==> src/rtl/seq_addsub.sv <==
`default_nettype none
// ============================================================================
// Module   : seq_addsub
// Function : Multi-cycle two's-complement adder/subtractor, W bits per cycle.
// Revision : 1.0 - initial release
// ============================================================================
module seq_addsub #(
  parameter int N = 32,
  parameter int W = 8
) (
  input  logic         clk,
  input  logic         rst,
  input  logic         in_valid,
  output logic         in_ready,
  input  logic         op,
  input  logic [N-1:0] a,
  input  logic [N-1:0] b,
  output logic         out_valid,
  input  logic         out_ready,
  output logic [N-1:0] result,
  output logic         cout,
  output logic         overflow,
  output logic         zero,
  output logic         negative
);

  localparam int            K      = N / W;
  localparam int            KW     = (K > 1) ? $clog2(K) : 1;
  localparam logic [KW-1:0] K_LAST = KW'(K - 1);

  if ((W < 1) || ((N % W) != 0)) begin : g_width_check
    $error("seq_addsub: N must be a positive multiple of W");
  end

  typedef enum logic [1:0] {
    IDLE = 2'd0,
    BUSY = 2'd1,
    DONE = 2'd2
  } state_e;

  state_e        state_q;
  logic [KW-1:0] k_q;
  logic          carry_q;
  logic          op_q;
  logic [N-1:0]  a_q;
  logic [N-1:0]  b_q;
  logic [N-1:0]  result_q;
  logic          out_valid_q;
  logic          cout_q;
  logic          overflow_q;
  logic          zero_q;
  logic          negative_q;

  logic [31:0]   w_lo;
  logic [W-1:0]  w_a_chunk;
  logic [W-1:0]  w_b_chunk;
  logic [W-1:0]  w_a_eff;
  logic [W-1:0]  w_sum;
  logic          w_c_out;
  logic          w_c_msb_in;
  logic [N-1:0]  result_d;

  always_comb begin
    w_lo      = 32'(k_q) * 32'(W);
    w_a_chunk = a_q[w_lo +: W];
    w_b_chunk = b_q[w_lo +: W];
    w_a_eff   = op_q ? ~w_a_chunk : w_a_chunk;
    {w_c_out, w_sum} = {1'b0, w_b_chunk} + {1'b0, w_a_eff} + {{W{1'b0}}, carry_q};
    // Carry into the chunk MSB recovered from the sum bit: s = a ^ b ^ cin.
    w_c_msb_in = w_sum[W-1] ^ w_b_chunk[W-1] ^ w_a_eff[W-1];
    result_d   = result_q;
    result_d[w_lo +: W] = w_sum;
  end

  always_ff @(posedge clk) begin
    if (rst) begin
      state_q     <= IDLE;
      k_q         <= '0;
      carry_q     <= 1'b0;
      op_q        <= 1'b0;
      a_q         <= '0;
      b_q         <= '0;
      result_q    <= '0;
      out_valid_q <= 1'b0;
      cout_q      <= 1'b0;
      overflow_q  <= 1'b0;
      zero_q      <= 1'b0;
      negative_q  <= 1'b0;
    end else begin
      case (state_q)
        IDLE: begin
          if (in_valid) begin
            a_q     <= a;
            b_q     <= b;
            op_q    <= op;
            carry_q <= op;
            k_q     <= '0;
            state_q <= BUSY;
          end
        end
        BUSY: begin
          result_q <= result_d;
          carry_q  <= w_c_out;
          if (k_q == K_LAST) begin
            k_q         <= '0;
            state_q     <= DONE;
            out_valid_q <= 1'b1;
            cout_q      <= w_c_out;
            overflow_q  <= w_c_msb_in ^ w_c_out;
            zero_q      <= (result_d == '0);
            negative_q  <= w_sum[W-1];
          end else begin
            k_q <= k_q + 1'b1;
          end
        end
        DONE: begin
          if (out_ready) begin
            out_valid_q <= 1'b0;
            state_q     <= IDLE;
          end
        end
        default: state_q <= IDLE;
      endcase
    end
  end

  assign in_ready  = (state_q == IDLE) && !rst;
  assign out_valid = out_valid_q;
  assign result    = result_q;
  assign cout      = cout_q;
  assign overflow  = overflow_q;
  assign zero      = zero_q;
  assign negative  = negative_q;

endmodule
`default_nettype wire
==> config.mk <==
export PLATFORM = sky130hd
export DESIGN_NAME = seq_addsub
export DESIGN_NICKNAME = d
export VERILOG_FILES = /design/src/rtl/seq_addsub.sv
export SDC_FILE = /design/constraint.sdc
export NUM_CORES = 1
export LEC_CHECK = 0
export ABC_AREA = 1
export CAP_MARGIN = 40
export CORE_ASPECT_RATIO = 0.75
export CORE_MARGIN = 4
export CORE_UTILIZATION = 27
export CTS_BUF_LIST = sky130_fd_sc_hd__clkbuf_4 sky130_fd_sc_hd__clkbuf_8
export DETAILED_ROUTE_END_ITERATION = 10
export SLEW_MARGIN = 5
export SYNTH_ARGS = -nofsm -noshare
export SYNTH_HDL_FRONTEND = slang
export SYNTH_SLANG_ARGS = --single-unit
==> constraint.sdc <==
create_clock -name clk -period 4 [get_ports clk]
set_input_delay 0.6 -clock clk [delete_from_list [all_inputs] [get_ports clk]]
set_output_delay 0.6 -clock clk [all_outputs]
set_load 0.02 [all_outputs]
Word-level counts from Yosys, hierarchy flattened
Cells that the tools add are included.

Add/subtract/negate cells: 4. Equality and inequality tests: 6. Shifts and indexed selects: 4. Mux-type cells: 14. Bitwise logic cells: 4. Reduce and logical (&&, ||, !) cells: 11.

Operators by type and width (count): $shiftx A32 B6 Y8 (2); $neg A5 Y34 (1); $shift A8 B34 Y32 const A (1); $shiftx A8 B34 Y32 (1); $bwmux W32 (1); $logic_not A32 Y1 (1); $mux W2 (5); $add A8 B8 Y9 (1); $add A9 B1 Y9 (1); $mux W8 (1); $not A8 Y8 (1); $ne A2 B2 Y1 const B (3); $pmux W2 S3 (1); $reduce_and A2 Y1 (3); $reduce_and A3 Y1 (2); $eq A2 B2 Y1 const B (2); $pmux W1 S2 (2); $pmux W2 S2 (1); $reduce_bool A2 Y1 (2); $mux W1 (3); $xor A1 B1 Y1 (3); $add A2 B1 Y2 const B (1); $eq A2 B1 Y1 const B (1); $logic_not A2 Y1 (1); other kinds (2) (2).

Register bits after elaboration: 107. Bits of input ports: 69. Word-level logic and storage cells: 55.

Depth between registers and ports, before layout
Depth in word-level cells: 8. Gate-level depth with buffers: 23.

Worst setup path after synthesis
Ideal clock, no wire load.

Path type: register to register. From: register k_q[0]. To: register zero_q (netlist: zero). Library setup time: 0.067 ns. Arrival: 3.090 ns. Setup slack: 0.843 ns. Stages on the path, launching flop included: 20. Path buffers: 3. Period minus slack after synthesis: 3.157 ns. Cells stage by stage: dfxtp_1 > buf_2 > buf_2 > buf_1 > nand2_1 > a32o_1 > fa_1 > inv_1 > fa_1 > nand2_1 > o22ai_1 > nor2_1 > nand2_1 > nor2_1 > nand2_1 > nor2_1 > nand3_1 > nor2_1 > nand2_1 > a21oi_2.

Word-level cells in the longest chain between the ends: 8. Elaborated cells on any way between the ends: 13.

RTL lines: start: declaration (line 42) `logic [KW-1:0] k_q;`; start signal: assignment (line 113) `k_q <= k_q + 1'b1;`; $shiftx A32 B6 Y8 (line 65) `w_a_chunk = a_q[w_lo +: W];`; $not A8 Y8 (line 67) `w_a_eff = op_q ? ~w_a_chunk : w_a_chunk;`; $mux W8 (line 67); $add A8 B8 Y9 (line 68) `{w_c_out, w_sum} = {1'b0, w_b_chunk} + {1'b0, w_a_eff} + {{W{1'b0}}, carry_q};`; $add A9 B1 Y9 (line 68); $shiftx A8 B34 Y32 (line 72) `result_d[w_lo +: W] = w_sum;`; $bwmux W32 (line 72); $logic_not A32 Y1 (line 110) `zero_q <= (result_d == '0);`; end signal: assignment (line 110); end: declaration (line 51) `logic zero_q;`.

Several ways; a longest one is shown, not always the timed one. A chain may end at the register's enable or synchronous reset.

Final worst setup path
Ends and elaborated chain as after synthesis.

==> run metrics <==
outcome finished, final reports clean; crit path time final 3.34 ns; worst stage delay on the critical path 0.50 ns; global-route wire length before repair 26,600 um; CP bufs+invs 2; port bufs 106; Crit Path Class register to register; clk slew on worst S/H paths 0.10 ns; Placement Cell Area 6710 um^2; max_cap viols 0; Peak VDD IR 0.153 mV; CP Max Fanout 49; CP Launch Type register; period utilization 83.6%; HP Class register to register; Initial Utilization 27.8%; largest net degree at the start of global routing 66; Design Power 2.71 mW; post-synthesis cell type count 30; final wirelength 16,700 um; Synth area leader dfxtp_1; delay-heaviest family, CP adder cells; Critical Path RT 4.32 ns; drt wl/cell 14.4 um; Setup crit end kind register; Synth Flop Type dfxtp_1; RSZ-0062 raised after global routing false; Post-Synthesis Cells 821; Hold Vio Cnt, Final 0; io pins 107; Synth async-reset ratio 0%; Hold Buf Count CTS 0; WP data arrival 3.67 ns; Worst-Skew Late Latency 0.39 ns; core area 19,500 um^2; H-tree depth 3; Rel. slew slack 53.0%; ANT nets after route 0; setup violators final 0; EDFF count, synth 0; ANT cells 0; Pre-antenna DRT Iters 5; synth cell count leaders nor2_1, o21ai_0, nand2_1; CP Cell Sequence buf_4 > o21ai_0 > o22ai_1 > xor2_1 > fa_1 > inv_1 > fa_1 > nand4_1 > o211ai_2 > nor2_1 > nand3_1 > nor2_1 > nand3_1 > nor2_1 > nand2_1 > a21oi_2; worst-margin pin slew 0.704 ns; Syn-to-layout area delta 27.1%; max-slew violations 0; most used cell, CP nor2_1; Seq/Total Area, Yosys 39.5%; CTS buffer count 9; die area 22,400 um^2; post_cts resized 0; Seq cells post-synth 107; Chip Width 172 um; clock skew 0.0224 ns; PD cells 393 nW/um^2; clock sink count 107; GR Util All Layers 15.0%; DR iter-0 viols 474; row count 44; antenna violations before repair 0; CTS tree yes; top-count cell post-synth nor2_1; gp weighted congestion 0.871; yosys warns 0; Avg Inst Size Synth 6.61 um^2; # fillers 2,083; HPWL after DPL 12,700 um; top-area cell type share of the netlist area 39.5%; Die H 131 um; fmax 299 MHz; synth top area cells dfxtp_1, nor2_1, o21ai_0; TNS Setup 0 ns; Finished Cell Area 6900 um^2; Vias 5,347; GRT overflow 0; via/cell ratio 4.61; CP max stage cell fa_1; nets 987; share of cells above drive strength 1 4.07%; Syn Nets 905; Clock Tree Buf Depth 2; synthesized cell area 5430 um^2; vias in the first global route 5,026; Static Leak 3.11 nW; post-CTS setup buffers 0; clk root buf clkbuf_8; drc violations 0
state kept, by name (all words and copies together) (netlist names):
signal and flops:
a_q 32, b_q 32, result 32, k_q 2, state_q 2, carry_q 1, cout 1, negative 1
op_q 1, out_valid 1, overflow 1, zero 1
per-layer routing:
| metal | track usage, % | part of all wire, % | vias up |
|---|---|---|---|
| met2 | 20.1 | 38 | 172 |
| met3 | 3.52 | 6.8 | 20 |
| li1 | - | - | 2790 |
| met5 | 0 | 0 | - |
| met4 | 3.63 | 1.3 | 0 |
| met1 | 23.7 | 53 | 2365 |
layout make-up:
class | instances | area, um^2 | area share [%]
tap | 253 | 317 | 4.59
timing repair buffer | 115 | 1140 | 16.5
clock inverter | 7 | 66.3 | 0.962
clock buffer | 9 | 124 | 1.80
inverter | 97 | 364 | 5.28
multi-input combinational | 573 | 2740 | 39.8
sequential | 107 | 2140 | 31.1
cell families (layout without fill, tap and decap cells):
kind of cell / count (synthesis) / in the layout / share of synthesized area, %
AO/OA/AOI/OAI: 182 / 182 / 18.3
XOR/XNOR: 9 / 9 / 1.45
adder cells (fa/ha/maj): 15 / 15 / 3.74
buffers and inverters: 141 / 228 / 10.0
flip-flops: 107 / 107 / 39.5
AND/OR/NAND/NOR: 367 / 367 / 27.0
worst register-to-register path: cells and delay by family, from the launching register on:
family | cells | cell delay [ns]
fa+ha+maj | 2 | 0.86
xor+xnor | 1 | 0.11
simple gates | 7 | 0.85
buf+inv | 2 | 0.53
compound gates | 4 | 0.61
flops | 1 | 0.35
final timing paths:
path | from | to | slack [ns] | depth (start not counted)
worst max-delay path | k_q[0] | zero | 0.66 | 16
worst min-delay path | out_valid | out_valid | 0.48 | 2
worst max register to register | k_q[0] | zero | 0.66 | 16
worst min register to register | out_valid | out_valid | 0.48 | 2
through the flow:
stage                     hold slack [ns]  std cells  setup WS (ns)  util, %
final                               0.480       1161          0.656     35.3
after detailed placement            0.463       1145          0.744     34.3
after global placement              0.466       1145          0.789     34.3
after CTS                           0.482       1161          0.716     35.3
after floorplan                     0.449        821          0.843        -
after global routing                0.513       1161          0.355     35.3
power by group:
group          switching [mW]  internal [mW]  leakage [nW]  total (mW)
Clock                   0.406          0.239        0.0896       0.645
Sequential             0.0648           1.15         0.884        1.22
Combinational           0.521          0.324          2.13       0.845
Total                   0.992           1.72          3.11        2.71
cells in the final DEF (no fill, tap or decap), drive strengths merged, types with 2 or more instances in the layout:
cell type and instances:
or2 2, nor2 214, o21a 2, clkinvlp 2, o211ai 15, o21ai 121
a21oi 23, clkinv 3, dfxtp 107, buf 9, nand2 108, nand3 32
fa 2, o22ai 19, xor2 9, clkdlybuf4s50 106, nand4 9, clkbuf 9
inv 99, ha 13
Note: power is estimated with default switching activity, not from simulation.
